<file path="src/rtl/bcd_seg7_pkg.sv">
// Shared constants and the BCD to 7-segment mapping
// used by the multiplexed display scanner.
package bcd_seg7_pkg;

  localparam logic [6:0] SEG_DIGIT [0:9] = '{
    7'h3F, 7'h06, 7'h5B, 7'h4F, 7'h66,
    7'h6D, 7'h7D, 7'h07, 7'h7F, 7'h6F
  };

  localparam logic [6:0] SEG_DASH = 7'h40;
  localparam logic [6:0] SEG_OFF  = 7'h00;

  // Non-decimal nibbles show a dash so bad data is visible.
  function automatic logic [6:0] seg7_decode(
    input logic [3:0] nib
  );
    if (nib > 4'd9) return SEG_DASH;
    return SEG_DIGIT[nib];
  endfunction

endpackage

</file>
<file path="src/rtl/bcd_seg7_scanner_bcd_to_seg7.sv">
// Combinational nibble to active-high segment decode,
// {g,f,e,d,c,b,a}; invalid codes map to a dash.
module bcd_to_seg7
  import bcd_seg7_pkg::*;
(
  input  logic [3:0] nib,
  output logic [6:0] seg
);

  assign seg = seg7_decode(nib);

endmodule

</file>
<file path="src/rtl/bcd_seg7_scanner.sv">
// Time-multiplexed 7-segment driver: snapshots all BCD
// digits once per frame, then scans one digit per slot.
module bcd_seg7_scanner
  import bcd_seg7_pkg::*;
#(
  parameter int DIGITS         = 3,
  parameter int PRESCALE       = 1000,
  parameter int BLANK_CYCLES   = 2,
  parameter int SEG_ACTIVE_LOW = 0,
  parameter int DIG_ACTIVE_LOW = 0
) (
  input  logic                  clk,
  input  logic                  rst_n,
  input  logic                  ena,
  input  logic [4*DIGITS-1:0]   bcd_in,
  input  logic                  lzb_en,
  input  logic [DIGITS-1:0]     dp_mask,
  output logic [6:0]            seg,
  output logic                  dp,
  output logic [DIGITS-1:0]     dig_en,
  output logic                  frame_start
);

  localparam int PW = $clog2(PRESCALE);
  localparam int IW = (DIGITS > 1) ? $clog2(DIGITS) : 1;

  localparam logic [PW-1:0] P_LAST  = PW'(PRESCALE - 1);
  localparam logic [PW-1:0] P_BLANK = PW'(BLANK_CYCLES);
  localparam logic [IW-1:0] I_LAST  = IW'(DIGITS - 1);

  localparam logic [6:0] SEG_XOR =
    (SEG_ACTIVE_LOW != 0) ? 7'h7F : 7'h00;
  localparam logic DP_XOR = (SEG_ACTIVE_LOW != 0);
  localparam logic [DIGITS-1:0] DIG_XOR =
    (DIG_ACTIVE_LOW != 0) ? {DIGITS{1'b1}} : '0;

  logic [PW-1:0]       p;
  logic [IW-1:0]       i;
  logic [4*DIGITS-1:0] snap;

  logic                last_p;
  logic                last_i;
  logic                load;
  logic                in_blank;

  logic [3:0]          nib;
  logic [6:0]          dec_seg;
  logic [DIGITS-1:0]   lzb_mask;

  logic [6:0]          seg_n;
  logic                dp_n;
  logic [DIGITS-1:0]   dig_n;

  assign last_p   = (p == P_LAST);
  assign last_i   = (i == I_LAST);
  assign load     = (p == '0) && (i == '0);
  assign in_blank = (p < P_BLANK);

  always_ff @(posedge clk or negedge rst_n) begin
    if (!rst_n) begin
      p <= '0;
      i <= '0;
    end else if (ena) begin
      if (last_p) begin
        p <= '0;
        i <= last_i ? '0 : i + 1'b1;
      end else begin
        p <= p + 1'b1;
      end
    end
  end

  always_ff @(posedge clk or negedge rst_n) begin
    if (!rst_n) begin
      snap        <= '0;
      frame_start <= 1'b0;
    end else begin
      frame_start <= ena && load;
      if (ena && load) snap <= bcd_in;
    end
  end

  assign nib = snap[4*i +: 4];

  bcd_to_seg7 u_dec (
    .nib (nib),
    .seg (dec_seg)
  );

  // A digit blanks while it and every more significant
  // digit are zero; the units digit always shows.
  always_comb begin
    logic zero_above;
    zero_above = 1'b1;
    lzb_mask   = '0;
    for (int k = DIGITS - 1; k >= 0; k--) begin
      zero_above  = zero_above && (snap[4*k +: 4] == 4'd0);
      lzb_mask[k] = lzb_en && zero_above && (k > 0);
    end
  end

  always_comb begin
    seg_n = lzb_mask[i] ? SEG_OFF : dec_seg;
    dp_n  = dp_mask[i] && !in_blank;
    dig_n = in_blank ? '0 : (DIGITS'(1) << i);
  end

  always_ff @(posedge clk or negedge rst_n) begin
    if (!rst_n) begin
      seg    <= SEG_XOR;
      dp     <= DP_XOR;
      dig_en <= DIG_XOR;
    end else if (ena) begin
      seg    <= seg_n ^ SEG_XOR;
      dp     <= dp_n ^ DP_XOR;
      dig_en <= dig_n ^ DIG_XOR;
    end
  end

endmodule
</file>
<file path="config.mk">
export PLATFORM = sky130hd
export DESIGN_NAME = bcd_seg7_scanner
export DESIGN_NICKNAME = d
export VERILOG_FILES = /design/src/rtl/bcd_seg7_pkg.sv /design/src/rtl/bcd_seg7_scanner_bcd_to_seg7.sv /design/src/rtl/bcd_seg7_scanner.sv
export SDC_FILE = /design/constraint.sdc
export NUM_CORES = 1
export LEC_CHECK = 0
export BUFFER_PORTS_ARGS = -buffer_cell sky130_fd_sc_hd__buf_2
export CORE_UTILIZATION = 56
export CTS_CLUSTER_SIZE = 10
export DETAILED_ROUTE_END_ITERATION = 10
export GPL_ROUTABILITY_DRIVEN = 0
export PLACE_DENSITY_LB_ADDON = 0.05
export SLEW_MARGIN = 0
export SYNTH_ARGS = -nofsm -noshare
export SYNTH_HDL_FRONTEND = slang
export SYNTH_SLANG_ARGS = --single-unit
</file>
<file path="constraint.sdc">
create_clock -name clk -period 3.35 [get_ports clk]
set_clock_uncertainty 0.15 [all_clocks]
set_input_delay 0.1675 -clock clk [delete_from_list [all_inputs] [get_ports clk]]
set_output_delay 0.1675 -clock clk [all_outputs]
set_load 0.005 [all_outputs]
</file>
== After elaboration in Yosys (flattened, before gate mapping) ==
Memories as Yosys holds them, arrays and structs flattened.
Cells that the tools add are included.

* $add $sub $neg: 2
* $lt $le $gt $ge: 4
* Eq/ne operators: 2
* Shift operators: 2
* Muxes and demuxes: 13
* Bitwise operators: 1
* Reductions and logical operators: 12

{| class="wikitable"
|+ Operator list
! kind !! number
|-
| 2-to-1 mux 7 bit || 5
|-
| indexed part select 12 x 5 -> 4 bit || 1
|-
| adder 10 x 1 -> 10 bit, second input constant || 1
|-
| == test 10 bit, second input constant || 1
|-
| zero test 10 bit || 1
|-
| < comparator 10 x 2 -> 1 bit, second input constant || 1
|-
| 2-to-1 mux 10 bit || 1
|-
| zero test 4 bit || 2
|-
| logical AND 1 bit || 6
|-
| greater-or-equal comparator 5 bit, second input constant || 1
|-
| NOT 4 -> 5 bit || 1
|-
| binary-select mux 1 bit (select 2 bit) || 2
|-
| greater-than comparator 4 bit, second input constant || 1
|-
| < comparator 2 x 3 -> 1 bit, second input constant || 1
|-
| 2-to-1 mux 1 bit || 3
|-
| 2-to-1 mux 3 bit || 1
|-
| << shifter 1 x 2 -> 3 bit, first input constant || 1
|-
| adder 2 x 1 -> 2 bit, second input constant || 1
|-
| == test 2 bit, second input constant || 1
|-
| zero test 2 bit || 1
|-
| 2-to-1 mux 2 bit || 1
|-
| AND reduction 2 bit || 1
|-
| zero test 1 bit || 1
|}

* Bits in registers: 36
* Bits in read-only memories: 112
* Input bits: 19
* Output and inout port bits: 12
* Logic and storage cells: 44
* Memories kept: 1

{| class="wikitable"
|+ Memories
! memory !! words !! bits a word !! read ports !! clocked after Yosys merged registers in !! write ports !! RTL line !! RTL
|-
| (name not given) || 16 || 7 || 1 || 0 || 0 || bcd_seg7_pkg.sv:18 || <nowiki>return SEG_DIGIT[nib];</nowiki>
|}

== Depth between registers and ports, before layout ==
Gate-level depths: netlist of run 1.

* Word-level depth: 7
* Mapped depth: 9
* Gate-level depth less buffers: 8

== Cells and area by module ==
A second synthesis of run 1 with hierarchy kept.

* Cells, all modules: 182
* Area, all modules: 2,042.0 sq um

{| class="wikitable"
|+ By module, submodules not included
! module !! times used !! cells each !! area an instance (sq um) !! seq. area each (sq um)
|-
| bcd_seg7_scanner || 1 || 152 || 1,794.2 || 900.9
|-
| bcd_to_seg7 || 1 || 30 || 247.7 || 0.0
|}

== Worst setup path before layout of run 1 ==
OpenSTA, ideal clock, no wires.

* Kind: register to register
* From: register i[1]
* To: register seg[4]
* Setup time: 138 ps
* Arrival: 2,266 ps
* Slack: 796 ps
* Stages on the path, launching flop included: 10
* Path buffers: 1
* Period minus slack after synthesis: 2,554 ps
* Cell sequence: dfrtp_1 -> buf_1 -> mux2_2 -> a22oi_1 -> inv_1 -> ha_1 -> nor2_1 -> a211oi_1 -> o22ai_1 -> o31ai_1

* Word-level cells in the longest chain between the ends: 7
* Elaborated cells on any way between the ends: 11
* Classes of those cells: 1 x order compare; 1 x shift; 7 x mux; 1 x bitwise; 1 x memory

{| class="wikitable"
|+ RTL lines
! item !! RTL line !! RTL
|-
| from (decl) || bcd_seg7_scanner.sv:38 || <nowiki>logic [IW-1:0] i;</nowiki>
|-
| from (signal assigned) || bcd_seg7_scanner.sv:66 || <nowiki>i <= last_i ? '0 : i + 1'b1;</nowiki>
|-
| indexed part select 12 x 5 -> 4 bit || bcd_seg7_scanner.sv:83 || <nowiki>assign nib = snap[4*i +: 4];</nowiki>
|-
| NOT 4 -> 5 bit (not written as such) || bcd_seg7_pkg.sv:18 ||
|-
| memory read (16 x 7 bit) || -- ||
|-
| 2-to-1 mux 7 bit (not written as such) (2 in a row) || bcd_seg7_pkg.sv:18 ||
|-
| 2-to-1 mux 7 bit || bcd_seg7_pkg.sv:18 ||
|-
| 2-to-1 mux 7 bit (*) || bcd_seg7_scanner.sv:103 || <nowiki>seg_n = lzb_mask[i] ? SEG_OFF : dec_seg;</nowiki>
|-
| to (signal assigned) || bcd_seg7_scanner.sv:114 || <nowiki>seg <= seg_n ^ SEG_XOR;</nowiki>
|-
| to (decl) || bcd_seg7_scanner.sv:18 || <nowiki>output logic [6:0] seg,</nowiki>
|}

Mark *: on every way between the ends. The rest lies on a longest branch, timed or not. The select of a mux whose other input is x is not followed.
A chain may end at the register's enable or synchronous reset.

== Final worst setup path of run 1 ==
Same ends and word-level chain as after synthesis.

==> results.md, run 1 <==
- Avg Cell Area, Syn: approximately 11 um2
- Worst path depth: 8
- TritonRoute pass-1 iters: 4
- Overall routing resource usage: 0.2442
- Rows: 20
- Fin. Hold Viols: 0
- Most common library cells after synthesis: dfrtp_1, inv_1, mux2_4, nor2_1, o2bb2ai_1
- IO Count: 31
- Tmin final: about 2900 ps
- Post-synth top flop: dfrtp_1
- Endpoints failing setup: 0
- CP Class: reg2reg
- Post-Route WL: about 3800 um
- Post_cts resized: 0
- Global-route wire length before repair: approximately 6500 um
- Unique masters post-synth: 46
- Top-area cell type share of the netlist area: 0.4715
- Synthesized area: 1911 um2
- Input/output buffers: 30
- Critical Path Source Type: flop
- Mapped Cells: roughly 170
- Initial antenna violation count: 0
- Non-filler cells, final: 258
- H-tree Lvls: 2
- DRT iter0 DRCs: between 70 and 80
- Top cells by area, synth: dfrtp_1, mux2_4, ha_1
- Slowest-stage cell, CP: dfrtp_1
- Hpwl dp: 2718 um
- CTS Buf Count: 5
- Syn Nets: roughly 190
- Top-count cell post-synth: dfrtp_1
- Root buffer cell: clkbuf_4
- Worst-Skew Late Latency: approximately 350 ps
- Cell Pwr Density: ~430 nW/um2
- ANT cells: 0
- Detail Route Antenna Nets: 0
- Deepest clock path buffer count: 2
- Seq cells post-synth: 36
- Crit-path cells: mux2_2, a22oi_1, inv_1, ha_1, nor2_1, a211oi_1, o22ai_1, o31ai_1
- Status: finished clean
- Hold-fix buffers, CTS: 14
- P&R area growth vs syn: 19.65%
- Met3 routed wirelength: around 210 um
- CP Data Arrival Time: about 3000 ps
- Via density: between 5 and 6
- Worst setup margin: 464.0 ps
- Slew @ Worst Pin: around 800 ps
- CP max FO: 14
- Top Family by Delay on Critical Path: compound AO/OA/AOI/OAI gates
- Setup TNS: 0 ps
- CTS clk-pin slew, worst paths: around 120 ps
- Total power: between 0.9 and 1 mW
- Metal2 WL: between 1500 and 2000 um
- Per-cell routed wire length: about 15 um
- Die W: 60.41 um
- RSZ-0062 raised after global routing: no
- CP Buf/Inv Count: 1
- DRC viols: 0
- Max cap viols: 0
- Pre-CTS WS: ~520 ps
- Ys async rst share: 1.000
- Core Box Area: around 3200 um2
- Leak pwr: about 1.1 nW
- Post-CTS Setup Inserts: 0
- VDD IR max: around 0.31 mV
- Yosys top cell by area: dfrtp_1
- Fin crit share: 0.8615
- Pins Over Slew Limit: 0
- Reg2Reg Depth: 8
- WHS Path Cells: 3
- Synth warnings: 0
- Sink Count: 36
- Worst path max stage delay: between 600 and 700 ps
- CTS tree: yes
- DR vias: 1,465
- Met1 WL: 1896 um
- Die footprint: 3649 um2
- Number of global-route vias before repair: 1,362
- Max Fclk: 0.3465 GHz
- FILL cells: roughly 230
- Slew margin rel.: 0.4627
- Inst Count DP: 236
- CP required: 3430 ps
- DR top layer: met4
- Setup crit end kind: flop
- Nets: ~240
- Total gr overflow: 0
- Sequential fraction of the synthesis area: 0.4715
- Worst min path class: in2reg
- Largest net degree at the start of global routing: 37
- Initial core utilization: 0.6060
- Post-synth EDFFs: 0
- Layout cell share with drive strength beyond 1: 0.2710
- Die Y: about 60 um
cells in the final DEF (no fill, tap or decap), types with 2 or more instances in the layout:
cell,count
a211oi_1,4
a21oi_1,6
a22o_1,3
buf_2,30
clkbuf_4,5
dfrtp_1,36
dlygate4sd3_1,14
ha_1,7
inv_1,10
mux2_2,7
mux2_4,9
mux2i_1,4
nand2_1,6
nand2b_1,2
nand3_1,4
nand4_1,3
nor2_1,9
nor2b_1,2
nor3_1,5
o21ai_0,6
o2bb2ai_1,9
o31ai_1,2
or2_2,2
or3_1,2
or4_1,2
xnor2_1,4
flip-flops by register name, summed over array words and instances (netlist names):
name,count
snap,12
p,10
seg,7
dig_en,3
i,2
dp,1
frame_start,1
final cells by class:
type	instances	area (um2)	area share
Clock inverter	3	42.54	0.01861
Inverter	10	37.54	0.01642
Tap cell	44	55.05	0.02408
Timing Repair Buffer	44	290.3	0.1270
Multi-Input combinational cell	116	922.1	0.4034
Sequential cell	36	900.9	0.3941
Clock buffer	5	37.54	0.01642
per-layer routing:
metal / GRT usage / vias up
li1: - / 706
met1: 0.3430 / 699
met2: 0.3548 / 51
met3: 0.06183 / 9
met4: 0.1169 / 0
met5: 0 / -
metrics by stage:
stage               hold WS (ps)  instance area (um2)  utilization
floorplan                 -278.1                 1911            -
global placement           121.4                 2066       0.6552
detailed placement         137.6                 2066       0.6552
CTS                        35.13                 2286       0.7250
global route               57.25                 2286       0.7250
finish                     42.86                 2286       0.7250
kinds of logic (layout without fill, tap and decap cells):
kind of cell             Yosys count  in the layout  synth area share
buffers and inverters             16             62           0.04584
AND/OR/NAND/NOR                   47             47            0.1395
flip-flops                        36             36            0.4715
multiplexers                      20             20            0.1329
adder cells (fa/ha/maj)            7              7           0.04584
XOR/XNOR                           5              5           0.02292
AO/OA/AOI/OAI                     37             37            0.1415
worst paths after layout:
check,startpoint,end,slack (ps)
worst max-delay path,i[1],seg[4],460
worst min-delay path,dp_mask[1],dp,40
worst max register to register,i[1],seg[4],460
worst min register to register,seg[3],seg[3],340
max in group asynchronous,rst_n,snap[4],2300
min in group asynchronous,rst_n,dig_en[1],260
worst min-delay path, stage by stage:
cell and delay, ps:
buf_2 100, a21oi_1 160, o31ai_1 90
where the power goes:
part	switching [mW]	internal, mW	total, mW
Combinational	0.0725	0.0804	0.153
Sequential	0.0472	0.476	0.523
Clock	0.152	0.155	0.308
Power figures use the tool's default switching activity.
==> inputs of run 2 (changes only) <==
CORE_MARGIN = 1.5   (was unset)
==> results.md, run 2 (same netlist as run 1, synthesis figures left out) <==
- Status: finished clean
- Deepest clock path buffer count: 2 (unchanged)
- Overall routing resource usage: 0.2326 (-0.01163)
- Number of global-route vias before repair: 1,376 (+1.0%)
- Post_cts resized: 0 (unchanged)
- Max reg flops: 12 (unchanged)
- Layout cell share with drive strength beyond 1: 0.2617 (-0.009346)
- CP max FO: 14 (unchanged)
- Root buffer cell: clkbuf_4
- Die Y: 61.41 um (+1.7%)
- CTS tree: yes
- VDD IR max: 0.2662 mV (-13%)
- Cell Pwr Density: 406.2 nW/um2 (-5.6%)
- Sequential share of power: 0.568 (+0.036)
- Pins Over Slew Limit: 0 (unchanged)
- P&R area growth vs syn: 18.66%
- Setup crit end kind: flop
- Total gr overflow: 0 (unchanged)
- Global-route wire length before repair: 6389 um (-1.2%)
- Sink Count: 36 (unchanged)
- DRC viols: 0 (unchanged)
- DR vias: 1,480 (+1.0%)
- WHS Path Cells: 3 (unchanged)
- Worst-Skew Late Latency: 340 ps (about the same)
- Setup TNS: 0 ps (unchanged)
- Reg2Reg Depth: 8 (unchanged)
- Clock share of power: 0.263 (-0.050)
- Most frequent cells in the layout: dfrtp_1, buf_2, dlygate4sd3_1
- TritonRoute pass-1 iters: 4 (unchanged)
- CTS clk-pin slew, worst paths: 100 ps (-20 ps)
- Max cap viols: 0 (unchanged)
- Via density: 5.692 (+0.25%)
- Initial antenna violation count: 0 (unchanged)
- Combinational power share: 0.169 (+0.014)
- RSZ-0062 raised after global routing: no
- CP Class: reg2reg
- ANT cells: 0 (unchanged)
- H-tree Lvls: 2 (unchanged)
- Leak pwr: 1.111 nW (-0.77%)
- Largest net degree at the start of global routing: 37 (unchanged)
- Fin crit share: 0.8204 (-0.04115)
- Most common cell after layout, fill and taps aside: dfrtp_1
- Area of the multi-input gates: 922.1 um2 (unchanged)
- Input/output buffers: 30 (unchanged)
- Register Area: 900.9 um2 (unchanged)
- Post-Route WL: 3894 um (+2.2%)
- Biggest register: snap
- Die footprint: 3771 um2 (+3.3%)
- Tmin final: 2748 ps (-137.8 ps)
- IO Count: 31 (unchanged)
- Total power: 0.9210 mW (-6.4%)
- Endpoints failing setup: 0 (unchanged)
- Slew margin rel.: 0.4625 (about the same)
- Detail Route Antenna Nets: 0 (unchanged)
- Sw Share: 0.2832 (+0.006783)
- Rows: 21 (+5.0%)
- Slew @ Worst Pin: 799.7 ps (+0.3077 ps)
- CTS Buf Count: 5 (unchanged)
- Internal power: 0.6602 mW (-7.3%)
- Initial core utilization: 0.5771 (-0.02885)
- Largest registers: snap (12), p (10), seg (7)
- FILL cells: 267 (+15%)
- Worst min path class: in2reg
- Fin. Hold Viols: 0 (unchanged)
- CP required: 3410 ps (-20 ps)
- Per-cell routed wire length: 14.98 um (+1.4%)
- Max Fclk: 0.3639 GHz (+5.0%)
- Nets: 239 (unchanged)
- CP Data Arrival Time: 2810 ps (-160 ps)
- Die W: 61.41 um (+1.7%)
- Critical Path Source Type: flop
- Hpwl dp: 2778 um (+2.2%)
- DRT iter0 DRCs: 100 (+28%)
- Core Box Area: 3311 um2 (+5.0%)
- Psw: 0.2608 mW (-4.1%)
==> run 2: cell count changes in the layout (fill, tap and decap cells not counted), sizes merged <==
cell      before  now
clkbuf         5    8
bufinv         1    0
clkinv         1    0
clkinvlp       1    0
==> run 2: final cells by class <==
type / count / area share
sequential: 36 / 0.3974
multi-input combinational: 116 / 0.4067
tap: 46 / 0.02539
inverter: 10 / 0.01656
timing repair buffer: 44 / 0.1280
clock buffer: 8 / 0.02594
==> run 2: final timing paths <==
kind	start	to	slack, ps
max	i[1]	seg[4]	600
min	dp_mask[1]	dp	50
max reg2reg	i[1]	seg[4]	600
min reg2reg	dp	dp	340
max in group asynchronous	rst_n	seg[4]	2270
min in group asynchronous	rst_n	p[4]	280
==> run 2: critical path: stages, from the launching register on <==
cell and delay (ps):
dfrtp_1 630, mux2_2 400, a22oi_1 410, inv_1 130, ha_1 230, nor2_1 90, a211oi_1 50, o22ai_1 370
o31ai_1 150
==> run 2: per-stage QoR <==
| stage | utilization | std cells | hold slack, ps | cell area [um2] | setup WS, ps |
|---|---|---|---|---|---|
| after floorplan | - | 168 | -278.1 | 1911 | 796.2 |
| after global placement | 0.6247 | 238 | 127.6 | 2068 | 720.1 |
| after detailed placement | 0.6247 | 238 | 152.0 | 2068 | 647.8 |
| after CTS | 0.6848 | 260 | 43.31 | 2267 | 620.1 |
| after global routing | 0.6848 | 260 | 69.77 | 2267 | 354.3 |
| final | 0.6848 | 260 | 48.72 | 2267 | 601.8 |
==> run 2: layer usage <==
metal,share of wire,vias to the layer above,GRT usage
li1,-,709,-
met1,0.50,713,0.3507
met2,0.44,51,0.3328
met3,0.043,7,0.03782
met4,0.017,0,0.09422
met5,0,-,0
==> run 2: timing repair <==
action,in CTS,in global routing
buffers inserted,0,0
hold buffers,14,0
hold endpoints to repair,49,0
==> run 2: power by group through the flow <==
stage	Clock (mW)	Sequential [mW]	Combinational, mW
floorplan	0	0.522	0.0943
global placement	0	0.528	0.139
detailed placement	0	0.532	0.143
CTS	0.247	0.523	0.157
global route	0.265	0.531	0.176
finish	0.242	0.523	0.156
==> inputs of run 3 (changes only) <==
clock period = 2.66 ns   (was 3.35 ns; I/O delays follow)
==> results.md, run 3 (same netlist as run 1, synthesis figures left out) <==
- Status: finished clean
- Inst Count DP: 244 (+2.5%)
- DRC viols: 0 (unchanged)
- Sink Count: 36 (unchanged)
- Post-CTS Setup Inserts: 0 (unchanged)
- P&R area growth vs syn: 21.02%
- Register Area: 900.9 um2 (unchanged)
- CP Data Arrival Time: 2630 ps (-180 ps)
- Setup crit end kind: flop
- IO Count: 31 (unchanged)
- Initial core utilization: 0.5771 (unchanged)
- Initial antenna violation count: 0 (unchanged)
- Die footprint: 3771 um2 (unchanged)
- VDD IR max: 0.2853 mV (+7.2%)
- Core Box Area: 3311 um2 (unchanged)
- Endpoints failing setup: 0 (unchanged)
- CP max FO: 13 (-1)
- Max Fclk: 0.3915 GHz (+7.6%)
- Input/output buffers: 30 (unchanged)
- Cell Pwr Density: 507.4 nW/um2 (+25%)
- H-tree Lvls: 2 (unchanged)
- Largest net degree at the start of global routing: 37 (unchanged)
- Largest registers: snap (12), p (10), seg (7)
- Fin crit share: 0.9602 (+0.1398)
- Met1 usage: 0.3060 (-0.04463)
- Deepest clock path buffer count: 2 (unchanged)
- GRT met3 Usage: 0.06933 (+0.03151)
- Area of the multi-input gates: 922.1 um2 (unchanged)
- Most common cell after layout, fill and taps aside: dfrtp_1
- CP required: 2740 ps (-670 ps)
- Met2 global-route usage: 0.3511 (+0.01824)
- Layout cell share with drive strength beyond 1: 0.2864 (+0.02468)
- Slew margin rel.: 0.4826 (+0.02013)
- DRT iter0 DRCs: 75 (-25%)
- RSZ-0062 raised after global routing: no
- Die W: 61.41 um (unchanged)
- Max cap viols: 0 (unchanged)
- Fin Hold WS: 2.500 ps (-46.22 ps)
- Tmin final: 2554 ps (-194.2 ps)
- Worst-Skew Late Latency: 340 ps (about the same)
- CTS Buf Count: 5 (unchanged)
- Per-cell routed wire length: 14.80 um (-1.2%)
- Die Y: 61.41 um (unchanged)
- Worst min path class: in2reg
- Max reg flops: 12 (unchanged)
- Gr busiest metal: met2
- Placed cell area: 2113 um2 (+2.2%)
- Leak pwr: 1.140 nW (+2.6%)
- Non-filler cells, final: 266 (+2.3%)
- Critical Path Source Type: flop
- Finished Cell Area: 2312 um2 (+2.0%)
- Overall routing resource usage: 0.2226 (-0.01003)
- Slew @ Worst Pin: 776.1 ps (-23.54 ps)
- CTS tree: yes
- CP Class: reg2reg
- Pins Over Slew Limit: 0 (unchanged)
- Detail Route Antenna Nets: 0 (unchanged)
- Hpwl dp: 2839 um (+2.2%)
- Reg2Reg Depth: 4 (-4)
- Util after Layout: 0.6984 (+0.01361)
- Most frequent cells in the layout: dfrtp_1, buf_2, dlygate4sd3_1
- Biggest register: snap
- Nets: 245 (+2.5%)
- FILL cells: 266 (-0.37%)
- Rows: 21 (unchanged)
- Root buffer cell: clkbuf_4
- Fin. Hold Viols: 0 (unchanged)
- WHS Path Cells: 3 (unchanged)
- Setup TNS: 0 ps (unchanged)
- Post-Route WL: 3938 um (+1.1%)
- Via density: 5.545 (-2.6%)
- CTS clk-pin slew, worst paths: 110 ps (about the same)
- ANT cells: 0 (unchanged)
- TritonRoute pass-1 iters: 4 (unchanged)
- Number of global-route vias before repair: 1,357 (-1.4%)
- DR vias: 1,475 (-0.34%)
- Global-route wire length before repair: 6092 um (-4.6%)
- Total gr overflow: 0 (unchanged)
==> run 3: cell types whose count changed in the layout (fill, tap and decap cells not counted), sizes merged <==
cell  change
buf       +6
==> run 3: critical path, cell delays in order (launching register included) <==
cell and delay (ps):
dfrtp_1 440, or4_1 530, or4_4 500, or2_2 480, mux2_4 350
==> run 3: worst paths after layout <==
path | startpoint | to | slack, ps
worst min-delay path | dp_mask[1] | dp | 2
worst max register to register | p[5] | snap[10] | 110
max in group asynchronous | rst_n | snap[6] | 1620
worst max-delay path | p[5] | snap[10] | 110
worst min register to register | seg[2] | seg[2] | 340
min in group asynchronous | rst_n | p[0] | 240
==> run 3: power by group <==
part	internal [mW]	switching (mW)	leakage [nW]
registers	0.600	0.0502	0.472
logic	0.112	0.108	0.635
clock network	0.130	0.172	0.0326
total	0.842	0.331	1.14
==> run 3: final cells by class <==
| class | instances | area share |
|---|---|---|
| sequential | 36 | 0.3896 |
| multi-input combinational | 116 | 0.3988 |
| inverter | 10 | 0.01623 |
| tap | 46 | 0.02489 |
| clock buffer | 8 | 0.02543 |
| timing repair buffer | 50 | 0.1450 |
==> run 3: per-layer routing <==
layer / wire length (um) / vias up
li1: - / 718
met1: 1866 / 709
met2: 1831 / 44
met3: 204 / 4
met4: 36 / 0
met5: 0 / -
==> run 3: what timing repair did <==
action | 4_1_cts | 5_1_grt
hold endpoints to repair | 49 | 0
setup endpoints to repair | 0 | 12
hold buffers | 14 | 0
resized for setup | 0 | 1
==> run 3: through the flow <==
stage,setup WS [ps],power (mW)
after floorplan,106.2,0.7761
after global placement,115.7,0.8513
after detailed placement,52.86,0.8633
after CTS,37.76,1.178
after global routing,48.87,1.246
final,106.0,1.173
